### src/rtl/proc_pkg.sv
// Shared definitions for the processor datapath and its control FSM:
// register count/index type, F opcodes and the bus-source encoding.
package proc_pkg;

    localparam int NREG = 4;

    typedef logic [1:0] reg_idx_t;

    localparam logic [1:0] LOAD = 2'b00;
    localparam logic [1:0] MOVE = 2'b01;
    localparam logic [1:0] ADD  = 2'b10;
    localparam logic [1:0] SUB  = 2'b11;

    typedef enum logic [1:0] {
        SRC_NONE,
        SRC_DIN,
        SRC_REG,
        SRC_G
    } bus_src_e;

    // Index of the lowest asserted bit; 0 when none is set.
    function automatic reg_idx_t lowest_idx(input logic [NREG-1:0] v);
        reg_idx_t idx;
        logic     found;
        idx   = '0;
        found = 1'b0;
        for (int unsigned i = 0; i < NREG; i++) begin
            if (v[i] && !found) begin
                idx   = reg_idx_t'(i);
                found = 1'b1;
            end
        end
        return idx;
    endfunction

endpackage

### src/rtl/proc_alu.sv
// Combinational N-bit add/subtract unit with carry/no-borrow, signed
// overflow and zero flags.
module proc_alu
    import proc_pkg::*;
#(
    parameter int N = 8
) (
    input  logic [N-1:0] i_a,
    input  logic [N-1:0] i_b,
    input  logic         i_addsub,
    output logic [N-1:0] o_res,
    output logic         o_c,
    output logic         o_v,
    output logic         o_z
);

    logic [N-1:0] w_b_eff;
    logic [N:0]   w_sum;

    // Subtract is A + ~B + 1, so the carry-out is the no-borrow flag.
    always_comb begin
        w_b_eff = i_addsub ? i_b : ~i_b;
        w_sum   = {1'b0, i_a} + {1'b0, w_b_eff} + {{N{1'b0}}, ~i_addsub};
    end

    assign o_res = w_sum[N-1:0];
    assign o_c   = w_sum[N];
    assign o_v   = (i_a[N-1] == w_b_eff[N-1]) && (w_sum[N-1] != i_a[N-1]);
    assign o_z   = (w_sum[N-1:0] == '0);

endmodule

### src/rtl/proc_datapath.sv
// Shared-bus processor datapath: R0-R3, A, G, add/sub unit, result flags,
// sticky bus-conflict detection and a completed-instruction counter.
module proc_datapath
    import proc_pkg::*;
#(
    parameter int N     = 8,
    parameter int CNT_W = 16
) (
    input  logic              clk,
    input  logic              rst,
    input  logic [N-1:0]      DIN,
    input  logic [NREG-1:0]   Rin,
    input  logic [NREG-1:0]   Rout,
    input  logic              Ain,
    input  logic              Gin,
    input  logic              Gout,
    input  logic              addsub,
    input  logic              externx,
    input  logic              Done,
    output logic [N-1:0]      bus,
    output logic [NREG*N-1:0] r_flat,
    output logic [N-1:0]      a_q,
    output logic [N-1:0]      g_q,
    output logic              c_flag,
    output logic              v_flag,
    output logic              z_flag,
    output logic              bus_err,
    output logic [CNT_W-1:0]  op_cnt
);

    logic [N-1:0]     r_reg [NREG];
    logic [N-1:0]     r_a;
    logic [N-1:0]     r_g;
    logic             r_c;
    logic             r_v;
    logic             r_z;
    logic             r_err;
    logic [CNT_W-1:0] r_cnt;

    bus_src_e         w_src;
    reg_idx_t         w_sel;
    logic             w_conflict;
    logic [N-1:0]     w_res;
    logic             w_c;
    logic             w_v;
    logic             w_z;

    // externx with a single Rout bit is a MOVE, so Rout outranks DIN.
    always_comb begin
        w_sel      = lowest_idx(Rout);
        w_conflict = (Gout && (|Rout)) || (|(Rout & (Rout - NREG'(1))));
        if (Gout)
            w_src = SRC_G;
        else if (|Rout)
            w_src = SRC_REG;
        else if (externx)
            w_src = SRC_DIN;
        else
            w_src = SRC_NONE;

        unique case (w_src)
            SRC_G:   bus = r_g;
            SRC_REG: bus = r_reg[w_sel];
            SRC_DIN: bus = DIN;
            default: bus = '0;
        endcase
    end

    proc_alu #(
        .N(N)
    ) u_alu (
        .i_a     (r_a),
        .i_b     (bus),
        .i_addsub(addsub),
        .o_res   (w_res),
        .o_c     (w_c),
        .o_v     (w_v),
        .o_z     (w_z)
    );

    always_ff @(posedge clk or posedge rst) begin
        if (rst) begin
            for (int unsigned i = 0; i < NREG; i++)
                r_reg[i] <= '0;
            r_a   <= '0;
            r_g   <= '0;
            r_c   <= 1'b0;
            r_v   <= 1'b0;
            r_z   <= 1'b0;
            r_err <= 1'b0;
            r_cnt <= '0;
        end else begin
            for (int unsigned i = 0; i < NREG; i++)
                if (Rin[i])
                    r_reg[i] <= bus;
            if (Ain)
                r_a <= bus;
            if (Gin) begin
                r_g <= w_res;
                r_c <= w_c;
                r_v <= w_v;
                r_z <= w_z;
            end
            if (w_conflict)
                r_err <= 1'b1;
            if (Done)
                r_cnt <= r_cnt + CNT_W'(1);
        end
    end

    always_comb begin
        r_flat = '0;
        for (int unsigned i = 0; i < NREG; i++)
            r_flat[i*N +: N] = r_reg[i];
    end

    assign a_q     = r_a;
    assign g_q     = r_g;
    assign c_flag  = r_c;
    assign v_flag  = r_v;
    assign z_flag  = r_z;
    assign bus_err = r_err;
    assign op_cnt  = r_cnt;

endmodule
### config.mk
export PLATFORM = sky130hd
export DESIGN_NAME = proc_datapath
export DESIGN_NICKNAME = d
export VERILOG_FILES = /design/src/rtl/proc_pkg.sv /design/src/rtl/proc_alu.sv /design/src/rtl/proc_datapath.sv
export SDC_FILE = /design/constraint.sdc
export NUM_CORES = 1
export LEC_CHECK = 0
export ABC_AREA = 1
export BUFFER_PORTS_ARGS = -buffer_cell sky130_fd_sc_hd__buf_2
export CORE_MARGIN = 2
export CORE_UTILIZATION = 59
export CTS_BUF_LIST = sky130_fd_sc_hd__clkbuf_2 sky130_fd_sc_hd__clkbuf_4 sky130_fd_sc_hd__clkbuf_8
export CTS_CLUSTER_DIAMETER = 50
export DETAILED_ROUTE_END_ITERATION = 16
export PLACE_DENSITY = 0.89
export SYNTH_ARGS = -nofsm -noshare
export SYNTH_HDL_FRONTEND = slang
export SYNTH_SLANG_ARGS = --single-unit
export TNS_END_PERCENT = 10
### constraint.sdc
create_clock -name clk -period 3.7 [get_ports clk]
set_input_delay 0.74 -clock clk [delete_from_list [all_inputs] [get_ports clk]]
set_output_delay 0.74 -clock clk [all_outputs]
set_load 0.005 [all_outputs]
==> run metrics <==
net switching power of the design=0.00126 W; quantity of gates resized following cts=0; max-capacitance violation count=0; TritonCTS clock tree=yes; pwr dens=724 nW/um^2; x dimension of the die=82.5 microns; launch point of the worst reg-to-reg path=r_flat[17]; diodes inserted=0; HPWL after detailed placement=6950 microns; DRC violations left=0; combinational fraction of design power=42.0%; post-synthesis mux area share=8.35%; post-synthesis instance total=394; CP Buf/Inv Count=4; worst-path fanout max=24; Placed Area=4230 sq um; setup repair after global routing missed its margin=false; final standard cell utilization of the core=74.7%; setup slack, reg-to-reg=840 ps; final setup violation count=0; slew at the pin closest to its max-slew limit=1120 ps; cell occurring most often along the worst timing path=sky130_fd_sc_hd__nand2_1; count of port buffers added during placement=99; largest family of logic cells by synthesized area=simple AND/OR/NAND/NOR gates; kind of capture point of the worst setup path=flop; sequential cell area fraction in the yosys report=46.8%; most frequent cells in the layout=99 x sky130_fd_sc_hd__buf_2, 73 x sky130_fd_sc_hd__nand2_1, 68 x sky130_fd_sc_hd__dfrtp_1; final number of hold-violating endpoints=0; per-instance average area after synthesis=9.24 sq um; switching part of the total power=39.0%; final-report max-slew violation count=0; FF+latch count, synth=68; Post-CTS Setup Repair Bufs=0; Netlist Area Pre-Place=3640 sq um; worst hold path class=reg2reg; number of sinks on the clock net=68; initial DRC count=262; Worst Clk Skew=11.1 ps; main flop type after synthesis=sky130_fd_sc_hd__dfrtp_1; power share of the sequential group=37.1%; wire length per cell=15.9 microns; Num CTS Buffers=9; data arrival time of the worst path=3660 ps; YS warnings=0; # hold bufs at CTS=0; element type at the critical path start=input pin; CP Data Required Time=3980 ps; fraction of the mapped netlist area in adder cells=3.64%; layout overhead on the synthesized area=22.3%; Reg clk slew, reported paths=70 ps; cell internal pwr=0.00197 W; count of vias placed by the detailed router=3287; part of the total power dissipated in the clock network=21.0%; clock tree buffer depth=2; Skew-Pair Late Insertion Delay=340 ps; type of the worst setup path=in2reg; nets in the synthesized netlist=428; total number of cells along the worst setup path=25; basic-gate share of the synthesized area counting and, or, nand and nor cells=18.9%; critical-path cell with the highest stage delay=sky130_fd_sc_hd__fa_1; share of the synthesized area in compound gates (AO/OA/AOI/OAI)=10.3%; root buffer selected by CTS=sky130_fd_sc_hd__clkbuf_8; overall die area=6810 sq um; combined global-route utilization of all metal layers=28.5%; H-tree level count=3; final worst-path cycle share=91.4%; Fmax achieved=296 MHz; relative max-transition margin=25.3%; NumNets Final=534; number of enable flip-flop cells after synthesis=0; total overflow reported by the global router=0; Final Critical Period=3380 ps; Core Area=5960 sq um; Via density=5.67; top-level I/O count=100; final weighted congestion of routability-driven global placement=0.919; kind of cell with the highest combined delay on the critical path=simple AND/OR/NAND/NOR gates; leading cell type in the layout, fill and taps excluded=sky130_fd_sc_hd__buf_2; status=complete, no violations; worst setup path start=Rout[2]; global-route wire length before repair=14300 microns; cell count of the worst reg-to-reg path=21; Power, Total=0.00322 W; post-route cell area=4450 sq um; initial core utilization=61.1%; count of unique library cells instantiated by Yosys=36; Crit Reg-Reg Endpoint=z_flag; row count=28; worst ir drop on vdd=0.393 mV; stage delay of the slowest cell on the critical path=450 ps; maximum number of pins on one net before global-route repair=54; number of antenna violations at the first check in global routing=0; via count of the first global-routing pass=3060; fraction of layout instances using a drive strength above 1=35.6%; drt total wl=9240 microns; Die H=82.5 microns; post-detailed-route count of antenna-violating nets=0; share of flip-flops with an asynchronous set or reset=100%; capturing instance or port of the critical path=z_flag; Synth Area in XOR/XNOR=6.02%; DRT Pass-1 Iters=5; static leakage=2.36 nW; sum of negative setup slack=0 ps
## per-layer routing
| layer | vias to the layer above | GRT usage [%] | part of all wire [%] |
|---|---|---|---|
| met2 | 171 | 47.3 | 49 |
| met4 | 0 | 10.2 | 2.1 |
| li1 | 1513 | - | - |
| met3 | 19 | 6.74 | 8.1 |
| met5 | - | 0 | 0 |
| met1 | 1584 | 36.4 | 41 |
## power by group through the flow
stage | Clock (W) | Combinational, W | Sequential (W)
2_1_floorplan | 0 | 0.000792 | 0.00118
3_3_place_gp | 0 | 0.00126 | 0.00119
3_5_place_dp | 0 | 0.00134 | 0.00120
4_1_cts | 0.000680 | 0.00134 | 0.00119
5_1_grt | 0.000712 | 0.00151 | 0.00123
6_report | 0.000675 | 0.00135 | 0.00119
## Yosys cell counts, types with 5 or more instances
master,number,area share (%)
sky130_fd_sc_hd__xnor2_1,7,1.7
sky130_fd_sc_hd__a21oi_1,17,2.3
sky130_fd_sc_hd__inv_1,42,4.3
sky130_fd_sc_hd__mux2_2,27,8.4
sky130_fd_sc_hd__buf_1,5,0.52
sky130_fd_sc_hd__nand2_2,7,1.2
sky130_fd_sc_hd__nor2_1,21,2.2
sky130_fd_sc_hd__ha_1,9,3.1
sky130_fd_sc_hd__nand3_1,17,2.3
sky130_fd_sc_hd__nand2_1,73,7.5
sky130_fd_sc_hd__nand4_1,6,1.0
sky130_fd_sc_hd__o21ai_0,38,5.2
sky130_fd_sc_hd__dfrtp_1,68,47
sky130_fd_sc_hd__nand3_2,7,1.9
sky130_fd_sc_hd__xor2_1,18,4.3
## layout make-up
| type | count | area [sq um] |
|---|---|---|
| multi-input combinational | 270 | 1720 |
| sequential | 68 | 1700 |
| fill | 407 | 1510 |
| inverter | 46 | 175 |
| timing repair buffer | 105 | 541 |
| tap | 75 | 93.8 |
| clock inverter | 6 | 88.8 |
| clock buffer | 10 | 131 |
## tightest hold or removal path, cell delays in order (launching register included)
cell and delay [ps]:
sky130_fd_sc_hd__dfrtp_1 350, sky130_fd_sc_hd__nand2_1 50, sky130_fd_sc_hd__nand2_1 50
## worst min path at each step
stage / endpoint / depth (start not counted) / startpoint
CTS: z_flag / 2 / z_flag
global route: z_flag / 2 / z_flag
floorplan: op_cnt[15] / 1 / op_cnt[15]
global placement: op_cnt[15] / 1 / op_cnt[15]
detailed placement: z_flag / 2 / z_flag
finish: v_flag / 2 / v_flag
## metrics by stage
| step | hold slack [ps] | std cells | setup slack, ps |
|---|---|---|---|
| after CTS | 480 | 580 | 383 |
| after floorplan | 468 | 394 | 507 |
| after global placement | 460 | 564 | 292 |
| final | 481 | 580 | 317 |
| after global routing | 514 | 580 | 8.73 |
| after detailed placement | 461 | 564 | 64.0 |
## sequential cells by signal, summed over array words and instances (netlist names)
signal and count:
c_flag 1, a_q 8, bus_err 1, g_q 8
z_flag 1, op_cnt 16, v_flag 1, r_flat 32
## logic make-up (layout without fill, tap and decap cells)
logic type               after synthesis  after routing
AND/OR/NAND/NOR                      143            143
XOR/XNOR                              25             25
flip-flops                            68             68
multiplexers                          27             27
AO/OA/AOI/OAI                         65             65
adder cells (fa/ha/maj)               10             10
buffers and inverters                 56            167
Note: power is estimated with default switching activity, not from simulation.
